==> src/rtl/mem_block_mover_if.sv <==
// mem_block_mover_if
//   Bundles the request side and the memory-port side of the block mover.
//   Request handshake: the host holds start high with mode/src/dst/len/fill_value
//   stable; the request is taken on the rising edge where the mover is idle
//   (busy=0). While busy=1 start is ignored. Completion is a one-cycle done pulse,
//   after which busy drops and a new request may be taken on the very next edge.
//   Memory side: mem_address/mem_in/mem_load drive the single-port memory;
//   mem_out returns the word addressed on the previous rising edge.
//   state_dbg exposes the mover's FSM state for observation.
// Modports:
//   master - the mover (drives busy/done/memory port, reads request + mem_out)
//   slave  - the host/parent side (drives request + mem_out, reads the rest)
interface mem_block_mover_if #(
  parameter int ADDR_W = 15,
  parameter int DATA_W = 16
);
  logic              start;
  logic              mode;
  logic [ADDR_W-1:0] src;
  logic [ADDR_W-1:0] dst;
  logic [ADDR_W-1:0] len;
  logic [DATA_W-1:0] fill_value;
  logic              busy;
  logic              done;
  logic [ADDR_W-1:0] mem_address;
  logic [DATA_W-1:0] mem_in;
  logic              mem_load;
  logic [DATA_W-1:0] mem_out;
  logic [2:0]        state_dbg;

  modport master (
    input  start, mode, src, dst, len, fill_value, mem_out,
    output busy, done, mem_address, mem_in, mem_load, state_dbg
  );

  modport slave (
    output start, mode, src, dst, len, fill_value, mem_out,
    input  busy, done, mem_address, mem_in, mem_load, state_dbg
  );
endinterface

==> src/rtl/mem_block_mover.sv <==
// mem_block_mover
//   Bus initiator that copies a block of words (src -> dst, ascending order) or
//   fills a block with a constant, through a single-port memory whose read data
//   is valid one clock after the address is sampled.
// Ports:
//   clk    - rising-edge clock
//   reset  - asynchronous, active-high reset
//   bus    - mem_block_mover_if.master: request (start/mode/src/dst/len/
//            fill_value), status (busy/done), memory port (mem_address/mem_in/
//            mem_load/mem_out) and state_dbg
// Pointers and the word counter wrap modulo 2**ADDR_W.
module mem_block_mover #(
  parameter int ADDR_W = 15,
  parameter int DATA_W = 16
) (
  input  logic                clk,
  input  logic                reset,
  mem_block_mover_if.master   bus
);

  typedef enum logic [2:0] {
    S_IDLE = 3'd0,
    S_RD   = 3'd1,
    S_WR   = 3'd2,
    S_FILL = 3'd3,
    S_DONE = 3'd4
  } state_t;

  state_t            state_q, state_d;
  logic [ADDR_W-1:0] src_q, src_d;
  logic [ADDR_W-1:0] dst_q, dst_d;
  logic [ADDR_W-1:0] cnt_q, cnt_d;
  logic [DATA_W-1:0] fv_q, fv_d;
  logic [ADDR_W-1:0] addr_q, addr_d;
  logic              busy_q, done_q, load_q;

  // Next-state and datapath updates. The copy/fill mode only steers the
  // IDLE exit; afterwards the state itself carries it, so it is not stored.
  always_comb begin
    state_d = state_q;
    src_d   = src_q;
    dst_d   = dst_q;
    cnt_d   = cnt_q;
    fv_d    = fv_q;
    case (state_q)
      S_IDLE: begin
        if (bus.start) begin
          src_d = bus.src;
          dst_d = bus.dst;
          cnt_d = bus.len;
          fv_d  = bus.fill_value;
          if (bus.len == '0)   state_d = S_DONE;
          else if (!bus.mode)  state_d = S_RD;
          else                 state_d = S_FILL;
        end
      end
      S_RD: state_d = S_WR;
      S_WR: begin
        src_d   = src_q + ADDR_W'(1);
        dst_d   = dst_q + ADDR_W'(1);
        cnt_d   = cnt_q - ADDR_W'(1);
        state_d = (cnt_q == ADDR_W'(1)) ? S_DONE : S_RD;
      end
      S_FILL: begin
        dst_d   = dst_q + ADDR_W'(1);
        cnt_d   = cnt_q - ADDR_W'(1);
        state_d = (cnt_q == ADDR_W'(1)) ? S_DONE : S_FILL;
      end
      S_DONE: state_d = S_IDLE;
      default: state_d = S_IDLE;
    endcase

    // Address for the upcoming state, using the already-advanced pointers,
    // so the registered address lines up with the registered state.
    case (state_d)
      S_RD:         addr_d = src_d;
      S_WR, S_FILL: addr_d = dst_d;
      default:      addr_d = '0;
    endcase
  end

  always_ff @(posedge clk or posedge reset) begin
    if (reset) begin
      state_q <= S_IDLE;
      src_q   <= '0;
      dst_q   <= '0;
      cnt_q   <= '0;
      fv_q    <= '0;
      addr_q  <= '0;
      busy_q  <= 1'b0;
      done_q  <= 1'b0;
      load_q  <= 1'b0;
    end else begin
      state_q <= state_d;
      src_q   <= src_d;
      dst_q   <= dst_d;
      cnt_q   <= cnt_d;
      fv_q    <= fv_d;
      addr_q  <= addr_d;
      busy_q  <= (state_d != S_IDLE);
      done_q  <= (state_d == S_DONE);
      load_q  <= (state_d == S_WR) || (state_d == S_FILL);
    end
  end

  assign bus.busy        = busy_q;
  assign bus.done        = done_q;
  assign bus.mem_load    = load_q;
  assign bus.mem_address = addr_q;
  assign bus.state_dbg   = state_q;
  // In WR the word read during the preceding RD is forwarded straight to the
  // write data; the memory's registered read makes it valid in this cycle.
  assign bus.mem_in = (state_q == S_WR)   ? bus.mem_out :
                      (state_q == S_FILL) ? fv_q        : '0;

endmodule

==> src/flat_wrapper.sv <==
// flat-port wrapper written by rule: the top's interface ports become plain ports
module mem_block_mover_flat 
#(
  parameter int ADDR_W = 15,
  parameter int DATA_W = 16
)
  (clk, reset, bus_start, bus_mode, bus_src, bus_dst, bus_len, bus_fill_value, bus_mem_out, bus_busy, bus_done, bus_mem_address, bus_mem_in, bus_mem_load, bus_state_dbg);
  mem_block_mover_if #(.ADDR_W(ADDR_W), .DATA_W(DATA_W)) bus_i ();
  input  logic clk;
  input  logic reset;
  input wire logic [$bits(bus_i.start)-1:0] bus_start;
  input wire logic [$bits(bus_i.mode)-1:0] bus_mode;
  input wire logic [$bits(bus_i.src)-1:0] bus_src;
  input wire logic [$bits(bus_i.dst)-1:0] bus_dst;
  input wire logic [$bits(bus_i.len)-1:0] bus_len;
  input wire logic [$bits(bus_i.fill_value)-1:0] bus_fill_value;
  input wire logic [$bits(bus_i.mem_out)-1:0] bus_mem_out;
  output wire logic [$bits(bus_i.busy)-1:0] bus_busy;
  output wire logic [$bits(bus_i.done)-1:0] bus_done;
  output wire logic [$bits(bus_i.mem_address)-1:0] bus_mem_address;
  output wire logic [$bits(bus_i.mem_in)-1:0] bus_mem_in;
  output wire logic [$bits(bus_i.mem_load)-1:0] bus_mem_load;
  output wire logic [$bits(bus_i.state_dbg)-1:0] bus_state_dbg;
  assign bus_i.start = bus_start;
  assign bus_i.mode = bus_mode;
  assign bus_i.src = bus_src;
  assign bus_i.dst = bus_dst;
  assign bus_i.len = bus_len;
  assign bus_i.fill_value = bus_fill_value;
  assign bus_i.mem_out = bus_mem_out;
  assign bus_busy = bus_i.busy;
  assign bus_done = bus_i.done;
  assign bus_mem_address = bus_i.mem_address;
  assign bus_mem_in = bus_i.mem_in;
  assign bus_mem_load = bus_i.mem_load;
  assign bus_state_dbg = bus_i.state_dbg;
  mem_block_mover #(.ADDR_W(ADDR_W), .DATA_W(DATA_W)) u_core (.clk(clk), .reset(reset), .bus(bus_i));
endmodule
==> config.mk <==
export PLATFORM = sky130hd
export DESIGN_NAME = mem_block_mover_flat
export DESIGN_NICKNAME = d
export VERILOG_FILES = /design/src/rtl/mem_block_mover_if.sv /design/src/rtl/mem_block_mover.sv /design/src/flat_wrapper.sv
export SDC_FILE = /design/constraint.sdc
export NUM_CORES = 1
export LEC_CHECK = 0
export BUFFER_PORTS_ARGS = -buffer_cell sky130_fd_sc_hd__clkbuf_2
export CAP_MARGIN = 40
export CORE_MARGIN = 3
export CORE_UTILIZATION = 46
export DETAILED_ROUTE_END_ITERATION = 10
export MAX_ROUTING_LAYER = met4
export PLACE_DENSITY = 0.82
export SLEW_MARGIN = 40
export SYNTH_ARGS = -nofsm -noshare
export SYNTH_HDL_FRONTEND = slang
export SYNTH_SLANG_ARGS = --single-unit
==> constraint.sdc <==
create_clock -name clk -period 4.7 [get_ports clk]
set_input_delay 1.41 -clock clk [delete_from_list [all_inputs] [get_ports clk]]
set_output_delay 1.41 -clock clk [all_outputs]
set_load 0.03 [all_outputs]
### Yosys cells after proc, flatten, opt, wreduce, memory -nomap -nowiden

Index checks and enable logic that the tools add are counted.
W data, S select, Z words.

| storage, ports and cells | value |
|---|---|
| register bits | 82 |
| bits in latches | 0 |
| memory bits (writable) | 0 |
| bits in read-only memories | 0 |
| input port bits | 81 |
| word-level logic and storage cells | 45 |
| memories | 0 |

| operators by class | value |
|---|---|
| $add $sub $neg | 3 |
| multipliers | 0 |
| div/mod/pow operators | 0 |
| $lt $le $gt $ge | 0 |
| equal/unequal tests | 9 |
| shifts and indexed selects | 0 |
| muxes and demuxes | 15 |
| bitwise logic cells | 0 |
| reductions and logical operators | 9 |

Operators with widths:

| cell | number |
|---|---|
| $pmux W15 S2 | 4 |
| $mux W15 | 3 |
| $mux W16 | 2 |
| $add A15 B1 Y15 const B | 2 |
| $eq A15 B1 Y1 const B | 1 |
| $logic_not A15 Y1 | 1 |
| $sub A15 B1 Y15 const B | 1 |
| $eq A3 B2 Y1 const B | 4 |
| $mux W3 | 4 |
| $pmux W3 S4 | 1 |
| $eq A3 B1 Y1 const B | 2 |
| $reduce_and A2 Y1 | 2 |
| $reduce_or A2 Y1 | 2 |
| $eq A3 B3 Y1 const B | 1 |
| $logic_not A3 Y1 | 1 |
| $reduce_bool A3 Y1 | 1 |
| $mux W2 | 1 |
| $ne A2 B2 Y1 const B | 1 |
| $reduce_bool A2 Y1 | 1 |
| $logic_or A1 B1 Y1 | 1 |

### Longest topological paths before layout

| logic depth | value |
|---|---|
| depth after elaboration | 7 |
| depth in mapped cells | 9 |

### Worst setup path before layout

Ideal clock, no wire load.

| timing path | value |
|---|---|
| kind | register -> output |
| start | register u_core.state_q[0] (netlist: u_core.bus.state_dbg[0]) |
| end | output port bus_mem_in[10] |
| data arrival time | 2131 ps |
| required time | 3290 ps |
| setup slack | 1159 ps |
| cell stages (with the launch flop) | 6 |
| cell sequence | dfrtp_1 buf_2 buf_1 clkbuf_1 mux2i_1 nor2_1 |

| between the ends | value |
|---|---|
| word-level cells in the longest chain between the ends | 3 |
| elaborated cells on any way between the ends | 4 |
| classes of those cells | 2 x eq/ne; 2 x mux |

RTL lines:

| element | line | RTL |
|---|---|---|
| start: declaration | mem_block_mover.sv:29 | `state_t state_q, state_d;` |
| start signal: assignment | mem_block_mover.sv:94 | `state_q <= state_d;` |
| $eq A3 B2 Y1 | mem_block_mover.sv:114 | `(state_q == S_FILL) ? fv_q : '0;` |
| $mux W16 | mem_block_mover.sv:114 |  |
| $mux W16 * | mem_block_mover.sv:113 | `assign bus.mem_in = (state_q == S_WR) ? bus.mem_out :` |
| end: declaration | flat_wrapper.sv:21 | `output wire logic [$bits(bus_i.mem_in)-1:0] bus_mem_in;` |

Mark *: on every way between the ends. The rest lies on a longest branch, timed or not.

### Worst setup path in the final report

| timing path | value |
|---|---|
| start | register u_core.state_q[2] (netlist: u_core.bus.state_dbg[2]) |
| end | output port bus_mem_in[5] |

The elaborated chain is that of the path after synthesis.

==> results.cfg <==
[clock_network]
cts_tree = done
clkTransAtPathRegs_ns = 0.10
htree_levels = 3
clock_sinks = 82
post_cts_buffers = 0
clk_latency_ns = 0.37
cts_buffer_depth = 2
cts_resized = 0
clock-root-buffer = clkbuf_8
cts_made_buffers = 9
ctsHoldBuffers = 0

[route]
wire_per_inst_um = 17.5
initialDrtViolationCount = 210
drt-vias-per-instance = 5.88
finalWirelength_um = 12900
remaining_drc_errors = 0
num_vias = 4324
drt_first_pass_iters = 5
ant_nets = 0

[logic_synthesis]
synth.avg_cell_area_sq_um = 9.00
ys_ff_latch = 82
synth-edff-count = 0
yosys-top-cells-count = dfrtp_1 (82), nand2_1 (79), nor2_1 (43), a21oi_1 (23), mux2i_1 (22)
synthCells = 500
ys_types = 66
yosys.area.top_type_share_pct = 45.6
ys.flop_type = dfrtp_1
synth_nets = 585
ys_seq_area_share_pct = 45.6
synth-warning-count = 0
synth_top_area_cell = dfrtp_1
async_flop_share_pct = 100
synth.cell_area_sq_um = 4500
synth_area_leaders = dfrtp_1 (46%), nand2_1 (6.6%), mux2i_1 (4.9%)
synth_most_common_cell = dfrtp_1

[sta]
rsz0062_at_grt = no
setup_viol = 0
fin_crit_ns = 4.10
finalCritPeriodShare_pct = 87.2
slew_violations = 0
worst_slew_pin_slew_ns = 0.853
slew_headroom_pct = 43.0
setup_tns_ns = 0
clock_skew_ns = 0.0184
max_freq_ghz = 0.244
fin_hold_ws_ns = 0.490
hold_violations = 0

[setup_path]
cp-endpoint = bus_mem_in[5]
cp_slowest_cell = dfrtp_1
endpoint_kind = output port
critPathMaxStageDelay_ns = 0.85
startpoint_type = flop
r2r_start = u_core.bus.state_dbg[2]
crit_type = reg2out
cp.arrival_ns = 2.69
r2r-end = u_core.bus.mem_address[12]
cp_cell_sequence = inv_1, nand2_1, nor2_1, clkbuf_2
reg2regPathDepth = 6
critPathMaxFanout = 22
required_ns = 3.29
crit_start = u_core.bus.state_dbg[2]
reg2reg_slack_ns = 1.67

[run_status]
outcome = finished, final reports clean

[floorplanning]
num_rows = 35
core_area_sq_um = 9370
ioPinCount = 118
dieArea_sq_um = 11000
chipWidth_um = 105
die_y_um = 105
start_util_pct = 48.0

[global_route]
grt_pass1_vias = 4225
grt_start_max_net_pins = 55
antenna_found_initial = 0
grt_pass1_wl_um = 20800
grt_overflow_total = 0
track_usage_pct = 24.2

[placement]
place_congestion = 0.864
portBuffers = 117
dp_hpwl_um = 9270

[job]
cap_violations = 0

[hold_path]
hp-class = reg2reg

[power]
p_per_area_nw_per_um2 = 630
p_leak_uw = 0.00258
peakVddDrop_mv = 0.274
p_total_uw = 3380

[layout]
drive_above_1_share_pct = 25.0
diodes = 0
utilization_pct = 57.3
nFillCells = 837
area_delta_synth_final_pct = 19.4
nets = 687
flip-flops by register name, summed over array words and instances, names as in the netlist:
register                count
u_core.bus.mem_address     15
u_core.cnt_q               15
u_core.bus.state_dbg        3
u_core.dst_q               15
u_core.fv_q                16
u_core.bus.done             1
u_core.bus.busy             1
u_core.src_q               15
u_core.bus.mem_load         1
layout by cell type, fill, tap and decap left out, types with 3 or more instances in the layout:
cell / n
nor4_1: 10
a2bb2oi_1: 3
a22o_1: 15
o31ai_1: 3
o21ai_0: 18
o22a_1: 3
nor2b_1: 5
inv_6: 3
a211oi_1: 4
o211ai_1: 7
o22ai_1: 20
nor3b_1: 3
nand3_1: 20
buf_4: 5
clkbuf_8: 10
nand4_1: 13
ha_1: 4
or3_1: 8
nor3_1: 9
inv_1: 17
mux2i_1: 22
a21oi_1: 23
dfrtp_1: 81
nor2_1: 43
clkbuf_2: 117
nand2_1: 78
and3_1: 4
routing by layer:
metal	GRT usage, %	share of wire [%]	up-vias
li1	-	-	2052
met1	31.1	43	2071
met2	38.8	48	176
met3	4.32	6.1	25
met4	8.34	2.0	0
met5	-	0	-
area by class of cell:
type,count,area (sq um),share of cell area (%)
Timing Repair Buffer,122,623,11.6
Clock buffer,10,138,2.56
Clock inverter,6,72.6,1.35
Multi-Input combinational cell,369,2250,41.9
Tap cell,129,161,3.00
Sequential cell,82,2050,38.2
Inverter,18,72.6,1.35
stage by stage:
step	instance area (sq um)	setup slack, ns	std cells
final	5370	0.603	736
after floorplan	4500	1.16	500
after detailed placement	5160	1.11	720
after global placement	5150	1.12	720
after global routing	5370	0.478	736
after CTS	5370	0.688	736
cells by family after synthesis:
group | share of synthesized area, %
flip-flops | 45.6
AO/OA/AOI/OAI | 20.5
XOR/XNOR | 0.779
buffers and inverters | 4.37
multiplexers | 4.90
adder cells (fa/ha/maj) | 1.11
AND/OR/NAND/NOR | 22.7
worst max-delay path, delay by kind of cell (launching register included):
kind	cells	cell delay, ns
DFF	1	0.85
and+or+nand+nor	2	0.78
buffers and inverters	2	0.67
worst min-delay path by stage:
stage	cells after the start	startpoint	endpoint
final	2	u_core.fv_q[14]	u_core.fv_q[14]
after global placement	2	u_core.fv_q[11]	u_core.fv_q[11]
after global routing	2	u_core.fv_q[14]	u_core.fv_q[14]
after CTS	2	u_core.fv_q[5]	u_core.fv_q[5]
after detailed placement	2	u_core.fv_q[5]	u_core.fv_q[5]
after floorplan	2	u_core.fv_q[0]	u_core.fv_q[0]
report_power, final:
group | total, uW | switching, uW | internal, uW | leakage [uW]
Combinational | 1500 | 932 | 568 | 0.00153
Sequential | 1330 | 324 | 1010 | 0.000951
Clock | 548 | 282 | 267 | 0.000104
Power figures use the tool's default switching activity.
